[config.mk]
export PLATFORM = sky130hd
export DESIGN_NAME = pc_sequencer
export DESIGN_NICKNAME = d
export VERILOG_FILES = /design/src/rtl/cpu_pkg.sv /design/src/rtl/ras_stack.sv /design/src/rtl/pc_sequencer.sv
export SDC_FILE = /design/constraint.sdc
export NUM_CORES = 1
export LEC_CHECK = 0
export CAP_MARGIN = 5
export CORE_UTILIZATION = 55
export DETAILED_ROUTE_END_ITERATION = 7
export MAX_ROUTING_LAYER = met4
export PLACE_DENSITY = 0.86
export SYNTH_ARGS = -nofsm -noshare
export SYNTH_HDL_FRONTEND = slang
export SYNTH_SLANG_ARGS = --single-unit
[constraint.sdc]
create_clock -name Clk -period 8.87 [get_ports Clk]
set_input_delay 1.774 -clock Clk [delete_from_list [all_inputs] [get_ports Clk]]
set_output_delay 1.774 -clock Clk [all_outputs]
set_load 0.01 [all_outputs]
[src/rtl/cpu_pkg.sv]
`default_nettype none
// ============================================================================
// Module   : cpu_pkg
// Brief    : Shared fetch-stage constants and the next-PC select encoding.
// Revision : 1.0
// ============================================================================
package cpu_pkg;

    localparam int unsigned c_pc_width = 32;
    localparam logic [31:0] c_reset_pc = 32'h0000_0000;

    typedef enum logic [2:0] {
        NPC_SEQ    = 3'd0,
        NPC_BRANCH = 3'd1,
        NPC_JUMP   = 3'd2,
        NPC_RET    = 3'd3,
        NPC_HOLD   = 3'd4
    } npc_sel_t;

endpackage
`default_nettype wire

[src/rtl/ras_stack.sv]
`default_nettype none
// ============================================================================
// Module   : ras_stack
// Brief    : Circular return-address stack with push/pop/replace and a
//            sticky overflow flag.
// Revision : 1.0
// ============================================================================
module ras_stack #(
    parameter int unsigned PC_WIDTH  = 32,
    parameter int unsigned RAS_DEPTH = 4
) (
    input  logic                       clk,
    input  logic                       rst,
    input  logic                       i_push,
    input  logic                       i_pop,
    input  logic [PC_WIDTH-1:0]        i_push_data,
    output logic [PC_WIDTH-1:0]        o_top,
    output logic [$clog2(RAS_DEPTH):0] o_count,
    output logic                       o_empty,
    output logic                       o_overflow
);

    localparam int unsigned          c_ptr_w = $clog2(RAS_DEPTH);
    localparam int unsigned          c_cnt_w = c_ptr_w + 1;
    localparam logic [c_cnt_w-1:0]   c_full  = c_cnt_w'(RAS_DEPTH);

    logic [PC_WIDTH-1:0] r_mem [RAS_DEPTH];
    logic [c_ptr_w-1:0]  r_top;
    logic [c_cnt_w-1:0]  r_count;
    logic                r_overflow;

    logic [c_ptr_w-1:0]  w_top_inc;
    logic [c_ptr_w-1:0]  w_top_dec;
    logic [c_ptr_w-1:0]  w_waddr;
    logic                w_empty;
    logic                w_full;
    logic                w_replace;

    assign w_empty   = (r_count == '0);
    assign w_full    = (r_count == c_full);
    assign w_top_inc = r_top + 1'b1;
    assign w_top_dec = r_top - 1'b1;
    // Push and pop together on a non-empty stack rewrite the top in place;
    // on an empty stack the pair degenerates into a plain push.
    assign w_replace = i_push & i_pop & ~w_empty;
    assign w_waddr   = w_replace ? r_top : w_top_inc;

    always_ff @(posedge clk) begin
        if (i_push) begin
            r_mem[w_waddr] <= i_push_data;
        end
    end

    always_ff @(posedge clk) begin
        if (rst) begin
            r_top      <= '0;
            r_count    <= '0;
            r_overflow <= 1'b0;
        end else if (i_push && !w_replace) begin
            // When full the pointer lands on the oldest entry, overwriting it.
            r_top <= w_top_inc;
            if (w_full) begin
                r_overflow <= 1'b1;
            end else begin
                r_count <= r_count + 1'b1;
            end
        end else if (i_pop && !i_push && !w_empty) begin
            r_top   <= w_top_dec;
            r_count <= r_count - 1'b1;
        end
    end

    assign o_top      = r_mem[r_top];
    assign o_count    = r_count;
    assign o_empty    = w_empty;
    assign o_overflow = r_overflow;

    a_count_bound : assert property (@(posedge clk) disable iff (rst) r_count <= c_full);

endmodule
`default_nettype wire

[src/rtl/pc_sequencer.sv]
`default_nettype none
// ============================================================================
// Module   : pc_sequencer
// Brief    : Fetch-stage PC register with prioritised next-PC selection and a
//            return-address stack for jr $ra.
// Revision : 1.0
// ============================================================================
module pc_sequencer
    import cpu_pkg::*;
#(
    parameter int unsigned          PC_WIDTH  = c_pc_width,
    parameter int unsigned          RAS_DEPTH = 4,
    parameter logic [PC_WIDTH-1:0]  RESET_PC  = PC_WIDTH'(c_reset_pc)
) (
    input  logic                       Clk,
    input  logic                       Reset,
    input  logic                       Stall,
    input  logic                       BranchTaken,
    input  logic [PC_WIDTH-1:0]        BranchTarget,
    input  logic                       Jump,
    input  logic [PC_WIDTH-1:0]        JumpTarget,
    input  logic                       JumpLink,
    input  logic [PC_WIDTH-1:0]        LinkAddr,
    input  logic                       JumpReturn,
    output logic [PC_WIDTH-1:0]        PCResult,
    output logic [PC_WIDTH-1:0]        PCAddResult,
    output logic [$clog2(RAS_DEPTH):0] RASCount,
    output logic                       RASMiss,
    output logic                       RASOverflow
);

    logic [PC_WIDTH-1:0] r_pc;
    logic                r_ras_miss;

    npc_sel_t            w_sel;
    logic [PC_WIDTH-1:0] w_next_pc;
    logic [PC_WIDTH-1:0] w_ras_top;
    logic                w_ras_empty;
    logic                w_active;
    logic                w_push;
    logic                w_pop;

    // Branch and stall both suppress every RAS side effect of ID-stage jumps.
    assign w_active = ~BranchTaken & ~Stall;
    assign w_pop    = w_active & JumpReturn;
    assign w_push   = w_active & Jump & JumpLink;

    always_comb begin
        w_sel = NPC_SEQ;
        if (BranchTaken) begin
            w_sel = NPC_BRANCH;
        end else if (Stall) begin
            w_sel = NPC_HOLD;
        end else if (JumpReturn) begin
            w_sel = NPC_RET;
        end else if (Jump) begin
            w_sel = NPC_JUMP;
        end
    end

    always_comb begin
        w_next_pc = PCAddResult;
        case (w_sel)
            NPC_BRANCH: w_next_pc = BranchTarget;
            NPC_HOLD:   w_next_pc = r_pc;
            NPC_RET:    w_next_pc = w_ras_empty ? JumpTarget : w_ras_top;
            NPC_JUMP:   w_next_pc = JumpTarget;
            default:    w_next_pc = PCAddResult;
        endcase
    end

    always_ff @(posedge Clk) begin
        if (Reset) begin
            r_pc       <= RESET_PC;
            r_ras_miss <= 1'b0;
        end else begin
            r_pc       <= w_next_pc;
            r_ras_miss <= (w_sel == NPC_RET) && w_ras_empty;
        end
    end

    ras_stack #(
        .PC_WIDTH  (PC_WIDTH),
        .RAS_DEPTH (RAS_DEPTH)
    ) u_ras (
        .clk         (Clk),
        .rst         (Reset),
        .i_push      (w_push),
        .i_pop       (w_pop),
        .i_push_data (LinkAddr),
        .o_top       (w_ras_top),
        .o_count     (RASCount),
        .o_empty     (w_ras_empty),
        .o_overflow  (RASOverflow)
    );

    assign PCResult    = r_pc;
    assign PCAddResult = r_pc + 1'b1;
    assign RASMiss     = r_ras_miss;

endmodule
`default_nettype wire

==> flow_metrics.env <==
export IMPL_outcome="finished clean"
export IMPL_timing_final_setup_violations=0
export IMPL_detail_route_antenna_nets=0
export IMPL_cp_max_fo=15
export IMPL_yosys_top_cells_count="sky130_fd_sc_hd__edfxtp_1, sky130_fd_sc_hd__dfxtp_1, sky130_fd_sc_hd__nor2_1, sky130_fd_sc_hd__mux4_2, sky130_fd_sc_hd__xnor2_1"
export IMPL_dpl_cell_area_um2=9750
export IMPL_cp_class="flop to output pin"
export IMPL_filler_cell_count=924
export IMPL_report_final_hold_viol_count=0
export IMPL_timing_clock_skew_ns=0.0114
export IMPL_yosysUniqueCellTypes=62
export IMPL_sequential_area_share_after_synthesis=0.587
export IMPL_final_period_minus_worst_setup_slack_ns=4.97
export IMPL_initial_util=0.568
export IMPL_synth_avg_cell_area_um2=13.4
export IMPL_die_y_um=122
export IMPL_syn_instance_count=593
export IMPL_post_route_drc_violation_count=0
export IMPL_synth_largest_area_cell="sky130_fd_sc_hd__edfxtp_1"
export IMPL_grt_first_pass_wirelength_um=32100
export IMPL_dp_worst_setup_slack_ns=3.87
export IMPL_h_tree_depth=4
export IMPL_critPathCaptureType="output pin"
export IMPL_ys_flop_type="sky130_fd_sc_hd__edfxtp_1"
export IMPL_worst_path_max_delay_cell="sky130_fd_sc_hd__nor4_4"
export IMPL_stdcell_area_um2=10300
export IMPL_synth_most_common_cell="sky130_fd_sc_hd__edfxtp_1"
export IMPL_clock_pin_transition_on_the_worst_setup_and_hold_timing_paths_ns=0.07
export IMPL_grt_max_degree=37
export IMPL_timing_fmax_mhz=201
export IMPL_tritoncts_num_buffers=17
export IMPL_drt_pass_1_iters=5
export IMPL_hold_buffers=0
export IMPL_ys_ff_latch=169
export IMPL_grt_usage=0.305
export IMPL_leakage_nw=3.41
export IMPL_post_drt_wl_per_cell_um=22.4
export IMPL_place_port_buffers=171
export IMPL_worstSkewPairLatency_ns=0.43
export IMPL_power_density_nw_per_um2=177
export IMPL_synth_net_count=698
export IMPL_setup_ws_ns=3.90
export IMPL_timing_hold_worst_class="flop to flop"
export IMPL_route_vias_total=6038
export IMPL_antenna_diode_count=0
export IMPL_ratio_of_cells_with_drive_above_1_in_the_final_layout=0.128
export IMPL_die_width_um=122
export IMPL_std_cell_rows=43
export IMPL_total_wirelength_of_the_detailed_routed_design_um=21200
export IMPL_drv_cap=0
export IMPL_critical_path_max_stage_delay_ns=0.78
export IMPL_setup_tns_final_ns=0
export IMPL_deepest_clock_path_buffer_count=2
export IMPL_post_drt_via_cell_ratio=6.40
export IMPL_post_synth_instance_area_um2=7940
export IMPL_finalWeightedCongestion=0.915
export IMPL_maxSlewHeadroom=0.150
export IMPL_hold_path_depth=2
export IMPL_cts_repair_resize_count=0
export IMPL_drt_first_iter_violations=616
export IMPL_synth_async_reset_ratio=0
export IMPL_dp_hpwl_um=14800
export IMPL_grt_remaining_overflow=0
export IMPL_area_growth_pct=29.8
export IMPL_finish_net_count=856
export IMPL_critical_path_cell_chain="nand4_2, nor4_4, and2_1, nand3_1, xnor2_1, clkdlybuf4s50_1"
export IMPL_timing_reg2reg_worst_path_depth=4
export IMPL_grt_pass1_vias=5745
export IMPL_startpoint_type="flop"
export IMPL_setup_repair_after_global_routing_missed_its_margin="no"
export IMPL_vdd_ir_drop_worst_mv=0.176
export IMPL_netlist_area_leader_share=0.484
export IMPL_utilization=0.737
export IMPL_design_portCount=172
export IMPL_worst_ep_required_time_ns=7.10
export IMPL_ctsRootBufferMaster="sky130_fd_sc_hd__clkbuf_16"
export IMPL_timing_critical_path_arrival_ns=3.19
export IMPL_dieArea_um2=14900
export IMPL_synth_yosys_warnings=0
export IMPL_netlist_top_cells_area="sky130_fd_sc_hd__edfxtp_1, sky130_fd_sc_hd__dfxtp_1, sky130_fd_sc_hd__mux4_2, sky130_fd_sc_hd__xnor2_1, sky130_fd_sc_hd__a221oi_1"
export IMPL_final_min_period_over_clock_period=0.560
export IMPL_core_area_um2=14000
export IMPL_cts_setup_buffers=0
export IMPL_slew_viol_final=0
export IMPL_holdWs_ns=0.545
export IMPL_tritoncts="done"
export IMPL_tritoncts_num_sinks=169
export IMPL_synth_enable_flop_cells=128
export IMPL_grt_antenna_before_repair=0
export IMPL_tightestPinTransition_ns=1.26
==> routing by layer <==
metal | GRT usage | up-vias | share of wire | wire (um)
li1 | - | 2689 | - | -
met1 | 0.388 | 2985 | 0.40 | 8500
met2 | 0.478 | 309 | 0.50 | 10700
met3 | 0.0562 | 55 | 0.062 | 1300
met4 | 0.135 | 0 | 0.033 | 694
met5 | - | - | 0 | 0
==> worst paths after layout <==
kind	slack [ns]	to	startpoint
worst max-delay path	3.90	PCAddResult[20]	PCResult[9]$_SDFFE_PP0P_
worst min-delay path	0.54	PCResult[13]$_SDFFE_PP0P_	PCResult[13]$_SDFFE_PP0P_
worst max register to register	6.31	PCResult[13]$_SDFFE_PP0P_	u_ras.o_count[2]$_SDFFE_PP0P_
worst min register to register	0.54	PCResult[13]$_SDFFE_PP0P_	PCResult[13]$_SDFFE_PP0P_
==> report_power, final <==
group	internal (W)	switching [W]	total, W
Combinational	0.000130	0.000101	0.000231
Clock	0.000370	0.000327	0.000697
Sequential	0.000867	0.0000270	0.000894
==> cells in the final DEF (no fill, tap or decap), drive strengths merged, types with 4 or more instances in the layout <==
cell / instances
clkdlybuf4s50: 171
edfxtp: 128
nor2: 42
dfxtp: 41
mux4: 32
xnor2: 26
o21ai: 24
a21oi: 22
nand2: 21
a221oi: 21
nand3: 20
nor3: 19
clkbuf: 17
inv: 17
and3: 15
nand4: 15
a221o: 14
buf: 13
o21a: 10
a22oi: 9
nor4: 8
xor2: 7
nand2b: 7
a211oi: 5
clkinv: 5
and4: 4
==> state kept, by name (all words and copies together), names as in the netlist, named ones only <==
name,cells
PCResult,32
u_ras.o_count,3
u_ras.r_top,2
u_ras.o_overflow,1
u_ras.r_mem,128
RASMiss,1
==> final cells by class <==
class,count,area [um^2],share of cell area
Inverter,9,33.8,0.00328
Clock buffer,17,425,0.0413
Clock inverter,15,131,0.0127
Multi-Input combinational cell,370,3020,0.293
Tap cell,180,225,0.0218
Timing Repair Buffer,184,1810,0.176
Sequential cell,169,4670,0.453
==> critical path, delay by kind of cell (launching register included) <==
kind / cells / cell delay (ns)
buf+inv: 1 / 0.55
flops: 1 / 0.51
simple gates: 4 / 1.52
xor+xnor: 1 / 0.17
==> logic make-up after synthesis <==
logic type,Yosys count,synth area share
flops,169,0.587
xor+xnor,33,0.0364
buf+inv,54,0.0342
mux,35,0.0945
compound gates,133,0.127
fa+ha+maj,2,0.00315
simple gates,167,0.118
==> through the flow <==
| stage | power [W] | cells |
|---|---|---|
| 5_1_grt | 0.00188 | 944 |
| 2_1_floorplan | 0.00101 | 593 |
| 3_5_place_dp | 0.00114 | 912 |
| 3_3_place_gp | 0.00113 | 912 |
| 4_1_cts | 0.00183 | 944 |
| 6_report | 0.00182 | 944 |
No activity file was read; power rests on OpenSTA's default activity.
